## src/rtl/counter_pkg.sv

```systemverilog
// Shared types and defaults for the modulo-N counter family.
// Direction encoding matches the raw dir port value so it can be used directly.
package counter_pkg;

  typedef enum logic {
    CNT_DIR_UP   = 1'b0,
    CNT_DIR_DOWN = 1'b1
  } cnt_dir_t;

  localparam int CNT_MOD_DEFAULT = 12;

endpackage

```

## src/rtl/counter_mod_n.sv

```systemverilog
// Modulo-N up/down counter (down mode only with COUNTER_MODN_DIR_EN); out and load_err registered, 1-cycle latency.
// No backpressure: priority is clr > load > valid_count > hold; tc is combinational for same-edge cascading.
module counter_mod_n
  import counter_pkg::*;
#(
  parameter int MOD   = CNT_MOD_DEFAULT,
  parameter int WIDTH = $clog2(MOD)
) (
  input  logic             clk,
  input  logic             rst_n,
  input  logic             valid_count,
  input  logic             clr,
  input  logic             load,
  input  logic [WIDTH-1:0] load_val,
  input  logic             dir,
  output logic [WIDTH-1:0] out,
  output logic             tc,
  output logic             load_err
);

  if (MOD < 2) begin : g_bad_mod
    $error("counter_mod_n: MOD must be at least 2");
  end
  if (((MOD - 1) >> WIDTH) != 0) begin : g_bad_width
    $error("counter_mod_n: WIDTH too small to hold MOD-1");
  end

  localparam logic [WIDTH-1:0] MAX_VAL = WIDTH'(MOD - 1);

  logic [WIDTH-1:0] cnt_q, cnt_d;
  logic             err_q, err_d;
  cnt_dir_t         dir_s;
  logic             load_oor;
  logic             at_term;

`ifdef COUNTER_MODN_DIR_EN
  assign dir_s = dir ? CNT_DIR_DOWN : CNT_DIR_UP;
`else
  logic unused_dir;
  assign unused_dir = dir;
  assign dir_s      = CNT_DIR_UP;
`endif

  assign load_oor = 32'(load_val) >= MOD;
  assign at_term  = (dir_s == CNT_DIR_DOWN) ? (cnt_q == '0) : (cnt_q == MAX_VAL);

  // Suppressed under clr/load so a downstream stage never steps on a cycle this one is overridden.
  assign tc = valid_count && !clr && !load && at_term;

  always_comb begin
    cnt_d = cnt_q;
    err_d = 1'b0;
    if (clr) begin
      cnt_d = '0;
    end else if (load) begin
      if (load_oor) begin
        cnt_d = '0;
        err_d = 1'b1;
      end else begin
        cnt_d = load_val;
      end
    end else if (valid_count) begin
      if (dir_s == CNT_DIR_DOWN) begin
        cnt_d = (cnt_q == '0) ? MAX_VAL : cnt_q - WIDTH'(1);
      end else begin
        cnt_d = (cnt_q == MAX_VAL) ? '0 : cnt_q + WIDTH'(1);
      end
    end
  end

  always_ff @(posedge clk or negedge rst_n) begin
    if (!rst_n) begin
      cnt_q <= '0;
      err_q <= 1'b0;
    end else begin
      cnt_q <= cnt_d;
      err_q <= err_d;
    end
  end

  assign out      = cnt_q;
  assign load_err = err_q;

endmodule

```

## config.mk

```make
export PLATFORM = sky130hd
export DESIGN_NAME = counter_mod_n
export DESIGN_NICKNAME = d
export VERILOG_FILES = /design/src/rtl/counter_pkg.sv /design/src/rtl/counter_mod_n.sv
export SDC_FILE = /design/constraint.sdc
export NUM_CORES = 1
export LEC_CHECK = 0
export BUFFER_PORTS_ARGS = -buffer_cell sky130_fd_sc_hd__buf_2
export CORE_AREA = 8 8 45 47
export DETAILED_ROUTE_END_ITERATION = 7
export DIE_AREA = 0 0 53 55
export PLACE_DENSITY = 0.53
export SLEW_MARGIN = 25
export SYNTH_ARGS = -nofsm -noshare
export SYNTH_HDL_FRONTEND = slang
export SYNTH_SLANG_ARGS = --single-unit
export TNS_END_PERCENT = 5
```

## constraint.sdc

```tcl
create_clock -name clk -period 1.6 [get_ports clk]
set_input_delay 0.24 -clock clk [delete_from_list [all_inputs] [get_ports clk]]
set_output_delay 0.24 -clock clk [all_outputs]
set_load 0.02 [all_outputs]
```

==> run metrics, run 1 <==
reg-to-reg critical path startpoint=out[1]$_DFFE_PN0P_; Commonest cells post-synth=5 x dfrtp_1, 3 x a21oi_1, 3 x nand2_1; power per cell area=789 nW/um^2; Syn-to-layout area delta=43.6%; slew margin rel.=85.2%; iteration-0 DRC count of the detailed router=5; hold endpoint=out[0]$_DFFE_PN0P_; clk sink count=5; R2R setup slack=280 ps; reg2reg path depth=4; clk root buf=clkbuf_4; wire per inst=14.9 um; outcome=finished clean; FMAX=0.666 GHz; clock transition at the registers of the reported paths=50 ps; final wirelength=1040 um; num ports=16; post-layout minimum cycle time=1500 ps; worst min-delay path class=input pin to register; Critical Path Source Type=register; DRC errors left=0; Pint=0.264 mW; Clk pwr share=40.5%; Total Power=0.374 mW; post-synthesis sequential area ratio=37.9%; total gr overflow=0; Hold Crit Start=load_val[0]; core area=1380 um^2; Routed Antenna Nets=0; Flop pwr share=38.5%; Final Hold Vio Count=0; via/cell ratio=4.74; Final Cycle Share=93.8%; met3 WL=55 um; starting density of the core=23.9%; Area contributors post-synth=dfrtp_1 38%, a21oi_1 4.5%, a221oi_2 4.5%; Worst setup EP type=output pin; Antenna Cells=0; CTS tree=built; IO Port Bufs=14; Final Wtd Congestion=0.758; FF+latch area=126 um^2; Setup TNS=0 ps; Slew @ Worst Pin=223 ps; Max Root-Sink Buffers=2; antenna violations before repair=0; static leakage=0.223 nW; NumNets Final=66; die span in x=53 um; Sw Pwr=0.110 mW; Final HPWL DP=765 um; worst path required time=1360 ps; Yosys cell types=25; max-slew violations=0; largest net degree at the start of global routing=11; number of global-route vias before repair=361; CTS Buf Count=3; fillers=154; async set or reset register ratio after synthesis=100%; Finished Layout Cells=70; Synth Instances=35; Multi-input gate area=206 um^2; hold depth=3; Net Sw Frac=29.3%; layout cells sized above 1=40.7%; clock latency on the worst-skew pair=240 ps; Worst VDD drop=0.297 mV; # H-tree levels=1; Critical Path, Cell by Cell=ha_4 > nand4_1 > nor3_1 > buf_2; post-placement cell count=64; Metal-1 WL=505 um; Syn Area/Cell=9.44 um^2; Site Rows=14; 1st-pass router iterations=2; post-synth top area cell=dfrtp_1; count leader, synth=dfrtp_1; unrepaired setup endpoints after global routing=false; EDFF count, synth=0; MaxCap Viol Count=0; Post-Synthesis Net Count=46; CP bufs+invs=1; Synth Flop Type=dfrtp_1; via count=332; Die Span Y=55 um; combinational share of power=21.0%; crit-path max FO=5; hold_ws=256 ps; critical path's largest stage delay=410 ps; Top delay family on crit path=flip-flops; Worst R2R End=out[3]$_DFFE_PN0P_; met2 wire len=479 um; WS Path Type=register to output pin; arrival time at the worst endpoint=1260 ps; Yosys top cell area share=37.9%; Util after Layout=34.3%; total track usage=7.88%; first-pass GRT wire length=1640 um; skew final=2.24 ps; Worst path slowest cell=dfrtp_1; endpoints failing setup=0; #FFs+latches synth=5; post-synthesis cell area=330 um^2; die area=2920 um^2; Max Used Layer=met3; Synth warnings=0
## per-layer routing
layer	vias up	global-route usage, %
met1	149	9.77
met5	-	0
met2	11	10.7
li1	172	-
met3	0	1.87
met4	0	7.76
## worst register-to-register path, stage by stage, from the launching register on
cell and delay [ps]:
dfrtp_2 440, ha_4 180, or3b_1 370, o2111ai_1 120, a32o_1 160
## sequential cells by signal, summed over array words and instances, names as in the netlist
signal	flops
out	4
load_err	1
## power by group through the flow
stage,Combinational (mW),Clock [mW],Sequential [mW]
2_1_floorplan,0.0299,0,0.152
3_3_place_gp,0.0674,0,0.144
3_5_place_dp,0.0698,0,0.145
5_1_grt,0.0864,0.164,0.145
4_1_cts,0.0765,0.157,0.142
6_report,0.0785,0.152,0.144
## what timing repair did
action                                  CTS  global route
endpoints found under the setup margin    1             1
hold buffers                              1             0
resized for setup                         1             2
setup buffers                             1             0
hold endpoints to repair                  5             0
## through the flow
stage,instance area (um^2),worst slack (ps)
2_1_floorplan,330,71.8
3_3_place_gp,417,196
3_5_place_dp,417,173
4_1_cts,463,32.2
5_1_grt,474,24.9
6_report,474,99.6
## cells by family after synthesis
| kind of cell | count (synthesis) | synth area share (%) |
|---|---|---|
| adders and majority gates | 1 | 3.79 |
| AOI/OAI and AO/OA | 9 | 22.3 |
| buffers and inverters | 3 | 3.41 |
| and+or+nand+nor | 16 | 29.6 |
| muxes | 1 | 3.03 |
| DFF | 5 | 37.9 |
## layout by cell type, fill, tap and decap left out, drive strengths merged, types with 2 or more instances in the layout
cell	n
a21oi	3
buf	15
clkbuf	4
dfrtp	5
inv	2
nand2	3
nor2	2
nor3	2
## worst max path at each step
stage | startpoint | to | slack, ps | depth (start not counted)
3_3_place_gp | out[0]$_DFFE_PN0P_ | out[3]$_DFFE_PN0P_ | 200 | 4
5_1_grt | out[0]$_DFFE_PN0P_ | tc | 20 | 4
2_1_floorplan | out[0]$_DFFE_PN0P_ | tc | 70 | 3
3_5_place_dp | out[0]$_DFFE_PN0P_ | out[3]$_DFFE_PN0P_ | 170 | 4
6_report | out[0]$_DFFE_PN0P_ | tc | 100 | 4
4_1_cts | out[1]$_DFFE_PN0P_ | tc | 30 | 4
## layout make-up
cell class / count / area share, %
repair buffers: 16 / 18.5
flip-flops and latches: 5 / 26.6
well taps: 16 / 4.22
inverters: 2 / 1.58
clock buffers: 4 / 5.54
multi-input cells: 27 / 43.5
Power figures use the tool's default switching activity.
==> run 2: changes to the inputs <==
BUFFER_PORTS_ARGS = not set   (was -buffer_cell sky130_fd_sc_hd__buf_2)
DONT_BUFFER_PORTS = 1   (was not set)
PLACE_DENSITY = 0.43   (was 0.53)
==> run metrics, run 2 (synthesized netlist as in run 1, its figures left out) <==
clock latency on the worst-skew pair=240 ps (about the same); Sw Pwr=0.0868 mW (-21%); WS Path Type=register to output pin; Final Wtd Congestion=0.677 (-11%); IO Port Bufs=0 (-14); clock transition at the registers of the reported paths=40 ps (about the same); Hold Crit Start=clr; Syn-to-layout area delta=24.2%; endpoints failing setup=0 (unchanged); core area=1380 um^2 (unchanged); crit-path max FO=7 (+2); wire per inst=14.9 um (about the same); Finished Layout Cells=58 (-17%); Worst VDD drop=0.310 mV (+4.3%); Slew @ Worst Pin=239 ps (+16.3 ps); post-placement cell count=53 (-17%); arrival time at the worst endpoint=1220 ps (-40 ps); slew margin rel.=84.0% (-1.1 points); via count=298 (-10%); MaxCap Viol Count=0 (unchanged); hold endpoint=out[0]$_DFFE_PN0P_; Flop pwr share=42.7% (+4.2 points); worst path required time=1360 ps (about the same); skew final=1.43 ps (-0.804 ps); Die Span Y=55 um (unchanged); first-pass GRT wire length=1460 um (-11%); reg2reg path depth=4 (unchanged); unrepaired setup endpoints after global routing=false; Site Rows=14 (unchanged); reg-to-reg critical path startpoint=out[0]$_DFFE_PN0P_; Antenna Cells=0 (unchanged); layout cells sized above 1=26.2% (-15 points); DRC errors left=0 (unchanged); Final Hold Vio Count=0 (unchanged); via/cell ratio=5.14 (+8.3%); Setup TNS=0 ps (unchanged); largest net degree at the start of global routing=11 (unchanged); Worst setup EP type=output pin; CTS tree=built; max-slew violations=0 (unchanged); CTS Buf Count=3 (unchanged); combinational share of power=14.5% (-6.5 points); starting density of the core=23.9% (unchanged); total gr overflow=0 (unchanged); Clk pwr share=42.8% (+2.3 points); # H-tree levels=1 (unchanged); R2R setup slack=270 ps (about the same); Final Cycle Share=91.2% (-2.6 points); commonest non-fill, non-tap cells in the layout=3 x nand2_1, 3 x a21oi_1, 3 x clkbuf_4, 3 x dfrtp_1, 3 x buf_4; outcome=finished clean; postcts setup bufs=0 (-1); 1st-pass router iterations=3 (+1); Net Sw Frac=25.5% (-3.7 points); NumNets Final=54 (-18%); Pint=0.253 mW (-4.3%); number of global-route vias before repair=315 (-13%); power per cell area=828 nW/um^2 (+5.0%); clk sink count=5 (unchanged); final wirelength=862 um (-17%); post-layout minimum cycle time=1460 ps (-41.2 ps); num ports=16 (unchanged); static leakage=0.168 nW (-24%); antenna violations before repair=0 (unchanged); Worst R2R End=out[3]$_DFFE_PN0P_; fillers=146 (-5.2%); clk root buf=clkbuf_4; worst min-delay path class=input pin to register; Final HPWL DP=686 um (-10%); total track usage=7.06% (-0.82 points); max FFs per register=4 (unchanged); Routed Antenna Nets=0 (unchanged); Critical Path Source Type=register; die area=2920 um^2 (unchanged); Max Root-Sink Buffers=2 (unchanged); iteration-0 DRC count of the detailed router=6 (+1); die span in x=53 um (unchanged); hold depth=1 (-2); FMAX=0.685 GHz (+2.8%)
## run 2: changes by cell type in the layout (fill, tap and decap cells not counted), sizes merged
cell | previous run | this run
buf | 15 | 3
## run 2: through the flow
step                utilization [%]  hold WS, ps  cell area [um^2]  power [mW]  setup WS (ps)
floorplan                         -        -55.6               330       0.182           71.8
global placement               26.7        -55.4               369       0.191            289
detailed placement             26.7        -55.4               369       0.192            255
CTS                            29.3         43.7               405       0.347           38.7
global route                   29.7         38.7               410       0.364           33.1
finish                         29.7         53.6               410       0.340            141
## run 2: worst max path at each step
stage	start	end	slack [ps]	cells after the start
2_1_floorplan	out[0]$_DFFE_PN0P_	tc	70	3
3_3_place_gp	out[0]$_DFFE_PN0P_	out[3]$_DFFE_PN0P_	290	4
3_5_place_dp	out[0]$_DFFE_PN0P_	out[3]$_DFFE_PN0P_	250	4
4_1_cts	out[2]$_DFFE_PN0P_	tc	40	4
5_1_grt	out[1]$_DFFE_PN0P_	tc	30	4
6_report	out[2]$_DFFE_PN0P_	tc	140	4
## run 2: power by group through the flow
stage	logic (mW)	registers, mW	clock network (mW)
after CTS	0.0496	0.145	0.153
after detailed placement	0.0451	0.147	0
after global routing	0.0553	0.146	0.162
final	0.0491	0.145	0.145
after floorplan	0.0299	0.152	0
after global placement	0.0441	0.147	0
## run 2: metal layers
layer | wire (um) | global-route usage [%] | vias up
li1 | - | - | 149
met5 | 0 | 0 | -
met3 | 134 | 5.08 | 2
met4 | 9 | 6.47 | 0
met2 | 356 | 9.18 | 10
met1 | 361 | 7.34 | 137
## run 2: final cells by class
| type | count | area, um^2 | area share [%] |
|---|---|---|---|
| clock buffers | 4 | 26.3 | 6.40 |
| inverters | 2 | 7.51 | 1.83 |
| multi-input cells | 27 | 196 | 47.9 |
| flip-flops and latches | 5 | 128 | 31.1 |
| well taps | 16 | 20.0 | 4.88 |
| repair buffers | 4 | 32.5 | 7.93 |
## run 2: what timing repair did
item | in CTS | in global routing
endpoints found under the setup margin | 0 | 1
endpoints found under the hold margin | 5 | 0
hold buffers | 1 | 0
gates resized for setup | 0 | 3
## run 2: critical path, stage by stage (launching register included)
cell	delay [ps]
dfrtp_2	470
inv_1	100
nand4_1	90
nor3_1	150
buf_4	170
